[config.mk]
export PLATFORM = sky130hd
export DESIGN_NAME = mem_wb_unit
export DESIGN_NICKNAME = d
export VERILOG_FILES = /design/src/rtl/mem_wb_unit.sv
export SDC_FILE = /design/constraint.sdc
export NUM_CORES = 1
export LEC_CHECK = 0
export ABC_AREA = 1
export BUFFER_PORTS_ARGS = -buffer_cell sky130_fd_sc_hd__clkbuf_2
export CAP_MARGIN = 20
export CORE_MARGIN = 10
export CORE_UTILIZATION = 25
export DETAILED_ROUTE_END_ITERATION = 6
export SYNTH_ARGS = -nofsm -noshare
export SYNTH_HDL_FRONTEND = slang
export SYNTH_SLANG_ARGS = --single-unit
[constraint.sdc]
create_clock -name clk -period 5.2 [get_ports clk]
set_clock_uncertainty 0.1 [all_clocks]
set_input_delay 1.3 -clock clk [delete_from_list [all_inputs] [get_ports clk]]
set_output_delay 1.3 -clock clk [all_outputs]
set_load 0.01 [all_outputs]
[src/rtl/mem_wb_unit.sv]
// Memory/writeback stage: drives the data-memory handshake for loads/stores and registers the M/W writeback.
// Optional build macro MEM_WB_MISALIGN_TRAP_EN drops misaligned half/word accesses and pulses misalign_err.
module mem_wb_unit #(
    parameter int unsigned word_width     = 32,
    parameter int unsigned reg_addr_width = 5
) (
    input  logic                      clk,
    input  logic                      rst_n,
    input  logic                      em_valid,
    input  logic [word_width-1:0]     em_result_data,
    input  logic [reg_addr_width-1:0] em_result_tag,
    input  logic                      em_result_valid,
    input  logic                      em_mem_load,
    input  logic                      em_mem_store,
    input  logic [1:0]                em_mem_size,
    input  logic                      em_mem_unsigned,
    input  logic [word_width-1:0]     em_store_data,
    output logic                      dmem_req,
    output logic                      dmem_we,
    output logic [word_width-1:0]     dmem_addr,
    output logic [word_width-1:0]     dmem_wdata,
    output logic [3:0]                dmem_be,
    input  logic                      dmem_gnt,
    input  logic                      dmem_rvalid,
    input  logic [word_width-1:0]     dmem_rdata,
    output logic [word_width-1:0]     reg_wr_data,
    output logic [reg_addr_width-1:0] reg_wr_data_tag,
    output logic                      reg_wr_data_valid,
    output logic                      mem_stall,
    output logic                      misalign_err
);

    typedef enum logic [1:0] {
        IDLE = 2'd0,
        REQ  = 2'd1,
        RESP = 2'd2
    } state_t;

    state_t state_q, state_d;

    // Access captured when the request is first issued
    logic [word_width-1:0]     addr_q;
    logic [word_width-1:0]     wdata_q;
    logic [3:0]                be_q;
    logic [1:0]                size_q;
    logic                      uns_q;
    logic                      we_q;
    logic [reg_addr_width-1:0] tag_q;
    logic                      rv_q;
    logic                      cap_en;

    logic [word_width-1:0]     wb_data_q, wb_data_d;
    logic [reg_addr_width-1:0] wb_tag_q, wb_tag_d;
    logic                      wb_valid_q, wb_valid_d;

    logic                      em_is_mem, em_half, em_word, em_misalign;
    logic [word_width-1:0]     em_addr, em_wdata;
    logic [3:0]                em_be;

    logic                      req_c, we_c, retire;
    logic [word_width-1:0]     addr_c, wdata_c;
    logic [3:0]                be_c;

    logic [word_width-1:0]     ld_shift, ld_data;

    always_comb begin
        em_is_mem   = em_mem_load | em_mem_store;
        em_half     = (em_mem_size == 2'd1);
        em_word     = em_mem_size[1];
        em_addr     = em_result_data;
        em_misalign = 1'b0;
`ifdef MEM_WB_MISALIGN_TRAP_EN
        em_misalign = (em_half && em_result_data[0]) ||
                      (em_word && (em_result_data[1:0] != 2'b00));
`else
        if (em_half) em_addr[0]   = 1'b0;
        if (em_word) em_addr[1:0] = 2'b00;
`endif
        if (em_word) begin
            em_be    = 4'b1111;
            em_wdata = em_store_data;
        end else if (em_half) begin
            em_be    = 4'b0011 << em_addr[1:0];
            em_wdata = {(word_width/16){em_store_data[15:0]}};
        end else begin
            em_be    = 4'b0001 << em_addr[1:0];
            em_wdata = {(word_width/8){em_store_data[7:0]}};
        end
    end

    always_comb begin
        ld_shift = dmem_rdata >> {addr_q[1:0], 3'b000};
        case (size_q)
            2'd0:    ld_data = uns_q ? {{(word_width-8){1'b0}}, ld_shift[7:0]}
                                     : {{(word_width-8){ld_shift[7]}}, ld_shift[7:0]};
            2'd1:    ld_data = uns_q ? {{(word_width-16){1'b0}}, ld_shift[15:0]}
                                     : {{(word_width-16){ld_shift[15]}}, ld_shift[15:0]};
            default: ld_data = dmem_rdata;
        endcase
    end

    always_comb begin
        state_d    = state_q;
        retire     = 1'b0;
        cap_en     = 1'b0;
        req_c      = 1'b0;
        we_c       = 1'b0;
        addr_c     = '0;
        wdata_c    = '0;
        be_c       = '0;
        wb_valid_d = 1'b0;
        wb_data_d  = em_result_data;
        wb_tag_d   = em_result_tag;
        case (state_q)
            IDLE: begin
                if (em_valid) begin
                    if (!em_is_mem) begin
                        retire     = 1'b1;
                        wb_valid_d = em_result_valid && (em_result_tag != '0);
                    end else if (em_misalign) begin
                        retire = 1'b1;
                    end else begin
                        req_c   = 1'b1;
                        we_c    = em_mem_store;
                        addr_c  = {em_addr[word_width-1:2], 2'b00};
                        wdata_c = em_wdata;
                        be_c    = em_be;
                        cap_en  = 1'b1;
                        if (dmem_gnt) begin
                            if (em_mem_store) retire  = 1'b1;
                            else              state_d = RESP;
                        end else begin
                            state_d = REQ;
                        end
                    end
                end
            end
            REQ: begin
                req_c   = 1'b1;
                we_c    = we_q;
                addr_c  = {addr_q[word_width-1:2], 2'b00};
                wdata_c = wdata_q;
                be_c    = be_q;
                if (dmem_gnt) begin
                    if (we_q) begin
                        retire  = 1'b1;
                        state_d = IDLE;
                    end else begin
                        state_d = RESP;
                    end
                end
            end
            RESP: begin
                if (dmem_rvalid) begin
                    retire     = 1'b1;
                    state_d    = IDLE;
                    wb_valid_d = rv_q && (tag_q != '0);
                    wb_data_d  = ld_data;
                    wb_tag_d   = tag_q;
                end
            end
            default: state_d = IDLE;
        endcase
    end

    always_ff @(posedge clk or negedge rst_n) begin
        if (!rst_n) begin
            state_q    <= IDLE;
            addr_q     <= '0;
            wdata_q    <= '0;
            be_q       <= '0;
            size_q     <= '0;
            uns_q      <= 1'b0;
            we_q       <= 1'b0;
            tag_q      <= '0;
            rv_q       <= 1'b0;
            wb_data_q  <= '0;
            wb_tag_q   <= '0;
            wb_valid_q <= 1'b0;
        end else begin
            state_q    <= state_d;
            wb_valid_q <= wb_valid_d;
            if (wb_valid_d) begin
                wb_data_q <= wb_data_d;
                wb_tag_q  <= wb_tag_d;
            end
            if (cap_en) begin
                addr_q  <= em_addr;
                wdata_q <= em_wdata;
                be_q    <= em_be;
                size_q  <= em_mem_size;
                uns_q   <= em_mem_unsigned;
                we_q    <= em_mem_store;
                tag_q   <= em_result_tag;
                rv_q    <= em_result_valid;
            end
        end
    end

`ifdef MEM_WB_MISALIGN_TRAP_EN
    logic misalign_q, misalign_d;
    assign misalign_d = (state_q == IDLE) && em_valid && em_is_mem && em_misalign;
    always_ff @(posedge clk or negedge rst_n) begin
        if (!rst_n) misalign_q <= 1'b0;
        else        misalign_q <= misalign_d;
    end
    assign misalign_err = misalign_q;
`else
    assign misalign_err = 1'b0;
`endif

    // Request outputs are combinational from E/M in IDLE, so gate them during reset
    assign dmem_req   = rst_n & req_c;
    assign dmem_we    = rst_n & we_c;
    assign dmem_addr  = rst_n ? addr_c  : '0;
    assign dmem_wdata = rst_n ? wdata_c : '0;
    assign dmem_be    = rst_n ? be_c    : '0;

    assign mem_stall         = em_valid & ~retire;
    assign reg_wr_data       = wb_data_q;
    assign reg_wr_data_tag   = wb_tag_q;
    assign reg_wr_data_valid = wb_valid_q;

endmodule
# Yosys cells after proc, flatten, opt, wreduce, memory -nomap -nowiden
# Cells that the tools add are included.
op_classes:
  eq_ne: 9
  n_shift: 3
  n_mux: 52
  bitwise_logic: 5
  n_reduce_logical: 7
ops:
  columns: ["operator", "n"]
  rows:
  - ["$mux W32", 12]
  - ["$pmux W32 S2", 3]
  - ["$shr A32 B5 Y16", 1]
  - ["$mux W4", 5]
  - ["$mux W1", 16]
  - ["$mux W2", 8]
  - ["$mux W5", 2]
  - ["$reduce_bool A5 Y1", 2]
  - ["$ne A2 B2 Y1 const B", 4]
  - ["$pmux W4 S2", 1]
  - ["$eq A2 B1 Y1 const B", 3]
  - ["$pmux W1 S2", 3]
  - ["$pmux W2 S3", 1]
  - ["$reduce_and A5 Y1", 1]
  - ["$logic_not A2 Y1", 2]
  - ["$shl A1 B2 Y4 const A", 1]
  - ["$shl A2 B2 Y4 const A", 1]
  - ["$and A1 B1 Y1", 3]
  - ["$ne A3 B3 Y1 const B", 1]
  - ["$pmux W1 S3", 1]
  - ["$eq A2 B2 Y1 const B", 1]
  - ["$logic_and A1 B1 Y1", 2]
  - ["$not A1 Y1", 1]
  - ["$or A1 B1 Y1", 1]
word_totals:
  ff_bits: 118
  in_bits: 112
  output_inout_bits: 110

# Longest topological paths before layout
# Gate-level depths: netlist (run 1).
logic_depth:
  ltp_word: 10
  ltp_mapped: 11

# Least setup slack after synthesis (run 1)
# OpenSTA, ideal clock, no wires.
synth_timing:
  kind: "in2out"
  startpoint: "input em_mem_size[1]"
  endpoint: "output dmem_wdata[14]"
  arrival_time_ps: 2302
  setup_slack_ps: 1498
  path_stages: 7
  n_path_buf: 3
  cell_sequence: "buf_2 inv_1 buf_2 buf_2 o211ai_1 o211ai_1 a21oi_1"
synth_between:
  elab_chain_cells: 7
synth_rtl:
  columns: ["element", "line_no", "rtl"]
  rows:
  - ["from (decl)", "15", "input logic [1:0] em_mem_size,"]
  - ["$eq A2 B1 Y1", "68", "em_half = (em_mem_size == 2'd1);"]
  - ["$mux W32", "82", "end else if (em_half) begin"]
  - ["$mux W32 (*)", "79", "if (em_word) begin"]
  - ["$mux W32 (*)", "117", "if (!em_is_mem) begin"]
  - ["$mux W32 (*)", "116", "if (em_valid) begin"]
  - ["$pmux W32 S2 (*)", "114", "case (state_q)"]
  - ["$mux W32 (*)", "216", "assign dmem_wdata = rst_n ? wdata_c : '0;"]
  - ["to (decl)", "21", "output logic [word_width-1:0] dmem_wdata,"]
# Mark *: on every way between the ends. The rest lies on a longest branch, timed or not.

# Final worst setup path (run 1)
layout_timing:
  startpoint: "input em_mem_size[1]"
  endpoint: "output dmem_be[3]"
layout_between:
  elab_chain_cells: 10
  word_cells_on_any_way: 11
  cone_classes: "1 x eq/ne; 2 x shift; 8 x mux"
layout_rtl:
  columns: ["element", "line_no", "rtl"]
  rows:
  - ["$eq A2 B1 Y1", "68", null]
  - ["$mux W1", "76", "if (em_half) em_addr[0] = 1'b0;"]
  - ["$mux W2", "77", "if (em_word) em_addr[1:0] = 2'b00;"]
  - ["$shl A2 B2 Y4 / $shl A1 B2 Y4 (equally long branches)", "83, 86", null]
  - ["$mux W4", "82", null]
  - ["$mux W4 (*)", "79", null]
  - ["$mux W4 (*)", "117", null]
  - ["$mux W4 (*)", "116", null]
  - ["$pmux W4 S2 (*)", "114", null]
  - ["$mux W4 (*)", "217", "assign dmem_be = rst_n ? be_c : '0;"]
  - ["to (decl)", "22", "output logic [3:0] dmem_be,"]
# Marks and branches as above.

==> impl_metrics.yaml, run 1 <==
worst_setup_path:
  cp-start-kind: "input port"
  arrival_ns: 2.93
  crit_path_end_kind: "output pin"
  crit_path_max_fanout: 19
  worst_ep_required_time_ns: 3.80
  crit_type: "in2out"
place:
  io_buffer_count: 218
  dpl.hpwl_um: 20730
  gp_congestion: 0.8498
  place_ws_ns: 0.8303
cts:
  numCtsBuffers: 17
  post_cts_buffers: 0
  cts.htree.levels: 4
  tritoncts: "built"
  cts-root-buf: "clkbuf_16"
  cts_hold_buf: 0
  ctsLongestPathBuffers: 2
  numClockSinks: 118
  cts_resized: 0
  path_clk_slew_ns: 0.06
  clk_latency_ns: 0.42
final_layout:
  final.fill_count: 3105
  fin_util_pct: 32.26
  drive_gt1_share_pct: 24.46
  seq_area_um2: 2953
  nets: 1358
  area_delta_synth_final_pct: 26.15
  multi_input_area_um2: 3417
  antennaDiodeCount: 0
timing:
  postLayoutSetupSlackWorst_ns: 0.8701
  hold-worst-slack_ns: 0.3717
  fmax_mhz: 231.0
  fin_crit_ns: 4.330
  max-slew-margin-rel_pct: 35.29
  worstMarginPinSlew_ns: 0.9706
  drv_slew: 0
  finalSetupViolations: 0
  rsz0062_at_grt: "false"
  hold_viol: 0
  period_share_pct: 83.27
  finalSetupTns_ns: 0
detailed_routing:
  first_iter_violations: 567
  wl_per_cell_um: 17.26
  wirelength_um: 28260
  vias: 7497
  viasPerCell: 4.580
  drc: 0
  antenna_left: 0
  first_pass_iters: 5
power:
  power_uw: 4566
  p_int_uw: 2598
  p_leak_uw: 0.004856
  netSwitchingFraction_pct: 43.11
  p_sw_uw: 1968
  clkPwrFrac_pct: 25.0
  p_seq_share_pct: 36.0
  combPwrFrac_pct: 39.0
  p_per_area_nw_per_um2: 505.3
  vdd_drop_max_mv: 0.1799
synthesis:
  synth_cell_types: 30
  syn_area_um2: 7163
  synthCells: 1063
  avgSynthCellArea_um2: 6.739
  ys_seq_elements: 118
  yosys_most_used_dff: "dfrtp_1"
  ys_seq_area_share_pct: 41.22
  async_flop_share_pct: 100.0
  yosys_warnings: 0
  synth_edf_count: 0
global_route:
  grt_max_degree: 120
  grt_use_total_pct: 15.60
  antenna_found_initial: 0
  grt-ovfl-total: 0
  grt_pass1_vias: 7431
  grt_pass1_wl_um: 43950
status:
  status: "finished clean"
floorplan:
  die_h_um: 189.3
  boundaryPins: 222
  core_area_um2: 28010
  initial_core_util_pct: 25.57
  die_w_um: 189.3
  dieArea_um2: 35820
  rows: 61
job:
  drv_cap: 0
hold_path:
  hold_class: "reg2reg"
[layer usage]
metal  global-route usage [%]  vias to the layer above  wire length (µm)
li1                         -                     3681                 -
met1                    20.70                     3544             13120
met2                    24.77                      254             13070
met3                    4.098                       18              1770
met4                    3.602                        0               301
met5                        0                        -                 0
[cell type report]
| class | count | area share, % |
|---|---|---|
| Timing Repair Buffer | 229 | 13.33 |
| Clock inverter | 14 | 1.274 |
| Sequential cell | 118 | 32.68 |
| Multi-Input combinational cell | 765 | 37.82 |
| Tap cell | 378 | 5.234 |
| Inverter | 115 | 4.805 |
| Clock buffer | 18 | 4.860 |
[kinds of logic (layout without fill, tap and decap cells)]
logic type / after synthesis / after routing / share of synthesized area [%]
and+or+nand+nor: 559 / 559 / 31.28
buffers and inverters: 182 / 376 / 11.25
AOI/OAI and AO/OA: 203 / 203 / 16.19
other: 1 / 3 / 0.05235
DFF: 118 / 118 / 41.22
[stage by stage]
step           std cells  area, µm²
2_1_floorplan       1065       7171
3_3_place_gp        1605       8482
3_5_place_dp        1605       8482
4_1_cts             1637       9036
5_1_grt             1637       9036
6_report            1637       9036
[placed cells by master, fill, tap and decap left out, drive strengths merged, types with 12 or more instances in the layout]
cell / n
nand2: 459
nand3: 32
o21ai: 48
clkbuf: 235
inv: 122
nor2: 63
a21boi: 24
buf: 12
o211ai: 29
a21oi: 100
dfrtp: 118
[critical path, stage by stage]
cell	delay, ns
clkbuf_2	0.26
inv_1	0.47
o21ai_0	0.21
o21ai_0	0.19
nand2_1	0.08
o21ai_0	0.09
nand2_1	0.07
inv_1	0.11
clkbuf_2	0.14
[cell usage after synthesis, types with 2 or more instances]
cell type  number  area (µm²)
nand3_1        30       150.1
nand4_1         2       12.51
inv_2          17       63.81
dfrtp_1       118        2953
a21oi_1        99       495.5
clkbuf_1       24       90.09
buf_4           7       52.55
o21ai_1         2       10.01
buf_6           9       101.4
o21ai_0        46       230.2
buf_2          23       115.1
nand2_1       453        1700
nand2_2         6       37.54
nor2_2         17       106.4
a21boi_0        9       67.56
buf_1           4       15.01
inv_1          98       367.9
nor2_1         45       168.9
o211ai_1       29       217.7
a21boi_1       15       112.6
[final timing paths]
kind | start | to | slack, ns | cells past startpoint
worst max-delay path | em_mem_size[1] | dmem_be[3] | 0.87 | 9
worst min-delay path | wdata_q[16]$_DFFE_PN0P_ | wdata_q[16]$_DFFE_PN0P_ | 0.37 | 2
worst max register to register | state_q[1]$_DFFE_PN0P_ | reg_wr_data[23]$_DFFE_PN0P_ | 2.50 | 9
worst min register to register | wdata_q[16]$_DFFE_PN0P_ | wdata_q[16]$_DFFE_PN0P_ | 0.37 | 2
max in group asynchronous | rst_n | reg_wr_data[1]$_DFFE_PN0P_ | 3.50 | 2
min in group asynchronous | rst_n | reg_wr_data[19]$_DFFE_PN0P_ | 0.79 | 2
[registers in the layout, summed over array words and instances, names as in the netlist]
register           count
addr_q                32
reg_wr_data           32
wdata_q               32
reg_wr_data_tag        5
tag_q                  5
be_q                   4
size_q                 2
state_q                2
reg_wr_data_valid      1
rv_q                   1
uns_q                  1
we_q                   1
[power groups by stage]
stage | logic, µW | clock network, µW | registers [µW]
5_1_grt | 2040 | 1220 | 1700
3_3_place_gp | 1790 | 0 | 1630
4_1_cts | 1820 | 1180 | 1640
3_5_place_dp | 1810 | 0 | 1650
6_report | 1780 | 1140 | 1640
2_1_floorplan | 1190 | 0 | 1610
Note: power is estimated with default switching activity, not from simulation.
==> inputs of run 2 (changes only) <==
--- a/config.mk
+++ b/config.mk
@@ -5,7 +5,7 @@
 export SDC_FILE = /design/constraint.sdc
 export NUM_CORES = 1
 export LEC_CHECK = 0
-export ABC_AREA = 1
+export ABC_AREA = 0
 export BUFFER_PORTS_ARGS = -buffer_cell sky130_fd_sc_hd__clkbuf_2
 export CAP_MARGIN = 20
 export CORE_MARGIN = 10
==> constraint.sdc (replaced) <==
create_clock -name clk -period 3.9 [get_ports clk]
set_clock_uncertainty 0.1 [all_clocks]
set_input_delay 0.975 -clock clk [delete_from_list [all_inputs] [get_ports clk]]
set_output_delay 0.975 -clock clk [all_outputs]
set_load 0.01 [all_outputs]
==> impl_metrics.yaml, run 2 <==
place:
  io_buffer_count: 218
  dpl.hpwl_um: 18970
  gp_congestion: 0.7908
detailed_routing:
  wl_met1_um: 11640
  first_pass_iters: 5
  maxUsedRoutingLayer: "met4"
  vias: 6566
  wl_per_cell_um: 19.23
  first_iter_violations: 476
  dr_wl_met2_um: 11810
  drc: 0
  wirelength_um: 25630
  viasPerCell: 4.926
  wl_met3_um: 1952
  antenna_left: 0
cts:
  numClockSinks: 118
  post_cts_buffers: 0
  cts.htree.levels: 4
  cts-root-buf: "clkbuf_16"
  cts_resized: 0
  tritoncts: "built"
  clk_latency_ns: 0.42
  numCtsBuffers: 17
  path_clk_slew_ns: 0.06
  cts_hold_buf: 0
  ctsLongestPathBuffers: 2
synthesis:
  synthCells: 795
  ys_top_cells_by_area: "dfrtp_1 (45%), nand2_1 (16%), mux2i_1 (4.9%), a21oi_1 (4.4%), o2bb2ai_1 (3.2%)"
  avgSynthCellArea_um2: 8.247
  post-synth-top-area-fraction_pct: 45.04
  synth_edf_count: 0
  ys_seq_elements: 118
  synth_common_cells: "nand2_1 (278), dfrtp_1 (118), a21oi_1 (58)"
  yosys_warnings: 0
  async_flop_share_pct: 100.0
  synth.largest_area_cell: "dfrtp_1"
  synthMostInstantiatedCell: "nand2_1"
  synth_cell_types: 42
  ys_seq_area_share_pct: 45.04
  syn_area_um2: 6556
  yosys_most_used_dff: "dfrtp_1"
worst_setup_path:
  r2r_cells: 5
  reg2reg_from: "state_q[0]$_DFFE_PN0P_"
  worst_ep_required_time_ns: 2.82
  cp-start-kind: "input port"
  crit_type: "in2out"
  r2r_end: "reg_wr_data[26]$_DFFE_PN0P_"
  r2r_slack_ns: 1.42
  crit_path_max_fanout: 40
  crit_path_end_kind: "output pin"
  arrival_ns: 2.34
timing:
  drv_slew: 0
  fmax_mhz: 292.7
  worstMarginPinSlew_ns: 1.053
  period_share_pct: 87.61
  rsz0062_at_grt: "false"
  hold_viol: 0
  finalSetupTns_ns: 0
  max-slew-margin-rel_pct: 29.53
  fin_crit_ns: 3.417
  finalSetupViolations: 0
power:
  power_uw: 6354
  vdd_drop_max_mv: 0.2390
  p_leak_uw: 0.004189
  p_per_area_nw_per_um2: 733.6
global_route:
  grt-ovfl-total: 0
  grt_max_degree: 63
  grt_use_total_pct: 15.11
  antenna_found_initial: 0
  grt_pass1_wl_um: 40070
  grt_pass1_vias: 6753
hold_path:
  hold_class: "reg2reg"
  worstHoldPathCells: 2
  hold_path_end: "addr_q[14]$_DFFE_PN0P_"
  hp-start: "addr_q[14]$_DFFE_PN0P_"
final_layout:
  nets: 1097
  antennaDiodeCount: 0
  drive_gt1_share_pct: 28.36
  final_common_cell: "nand2_1"
  fin_util_pct: 33.43
  area_delta_synth_final_pct: 32.10
  final.fill_count: 2746
  final_cell_mix: "nand2_1 (278), clkbuf_2 (217), dfrtp_1 (118)"
floorplan:
  die_h_um: 181.9
  boundaryPins: 222
  initial_core_util_pct: 25.30
  core_area_um2: 25910
  rows: 59
  dieArea_um2: 33100
  die_w_um: 181.9
job:
  drv_cap: 0
status:
  status: "finished clean"
run 2: cell count changes after synthesis, sizes merged, moves of 31 or more:
cell and change:
nand2 -181, inv -111, a21oi -42, nor2 -33
mux2i +32, nand3 -31
run 2: final cells by class:
class	instances	area (µm²)	area share [%]
multi-input cells	600	3283	37.91
flip-flops and latches	118	2953	34.09
repair buffers	242	1328	15.33
clock buffers	20	456.7	5.273
well taps	335	419.2	4.840
clock inverters	12	198.9	2.297
inverters	6	22.52	0.2600
run 2: cells by family (layout without fill, tap and decap cells):
family                 count (synthesis)  in the layout  synth area share (%)
flip-flops                           118            118                 45.04
multiplexers                          34             34                 5.458
other                                  1              3               0.05720
buffers and inverters                 79            280                 5.458
AND/OR/NAND/NOR                      346            346                 21.45
AO/OA/AOI/OAI                        217            217                 22.54
run 2: routing by layer:
metal	track usage, %	up-vias
li1	-	3154
met1	19.49	3179
met2	23.87	219
met3	4.930	14
met4	3.612	0
met5	0	-
run 2: critical path: stages:
cell and delay (ns):
clkbuf_2 0.10, nor3b_1 0.26, nor2b_4 0.23, buf_12 0.23
o211ai_1 0.21, a21oi_1 0.17, clkbuf_2 0.15
run 2: report_power, final:
group	internal, µW	switching (µW)
logic	938	1510
clock network	1170	609
registers	1800	332
total	3910	2450
run 2: worst max-delay path by stage:
stage | endpoint | slack, ns | start
after detailed placement | dmem_wdata[30] | 0.46 | em_valid
after CTS | dmem_wdata[30] | 0.44 | em_valid
after floorplan | dmem_wdata[14] | 0.62 | em_mem_size[1]
after global placement | dmem_wdata[30] | 0.43 | em_valid
after global routing | dmem_wdata[7] | 0.30 | state_q[0]$_DFFE_PN0P_
final | dmem_wdata[30] | 0.48 | em_valid
run 2: through the flow:
stage	hold WS, ns	cells	cell area, µm²	worst slack (ns)
floorplan	0.3457	797	6564	0.6206
global placement	0.3566	1301	8005	0.4310
detailed placement	0.3621	1301	8005	0.4570
CTS	0.3771	1333	8661	0.4391
global route	0.3960	1333	8661	0.2956
finish	0.3745	1333	8661	0.4831
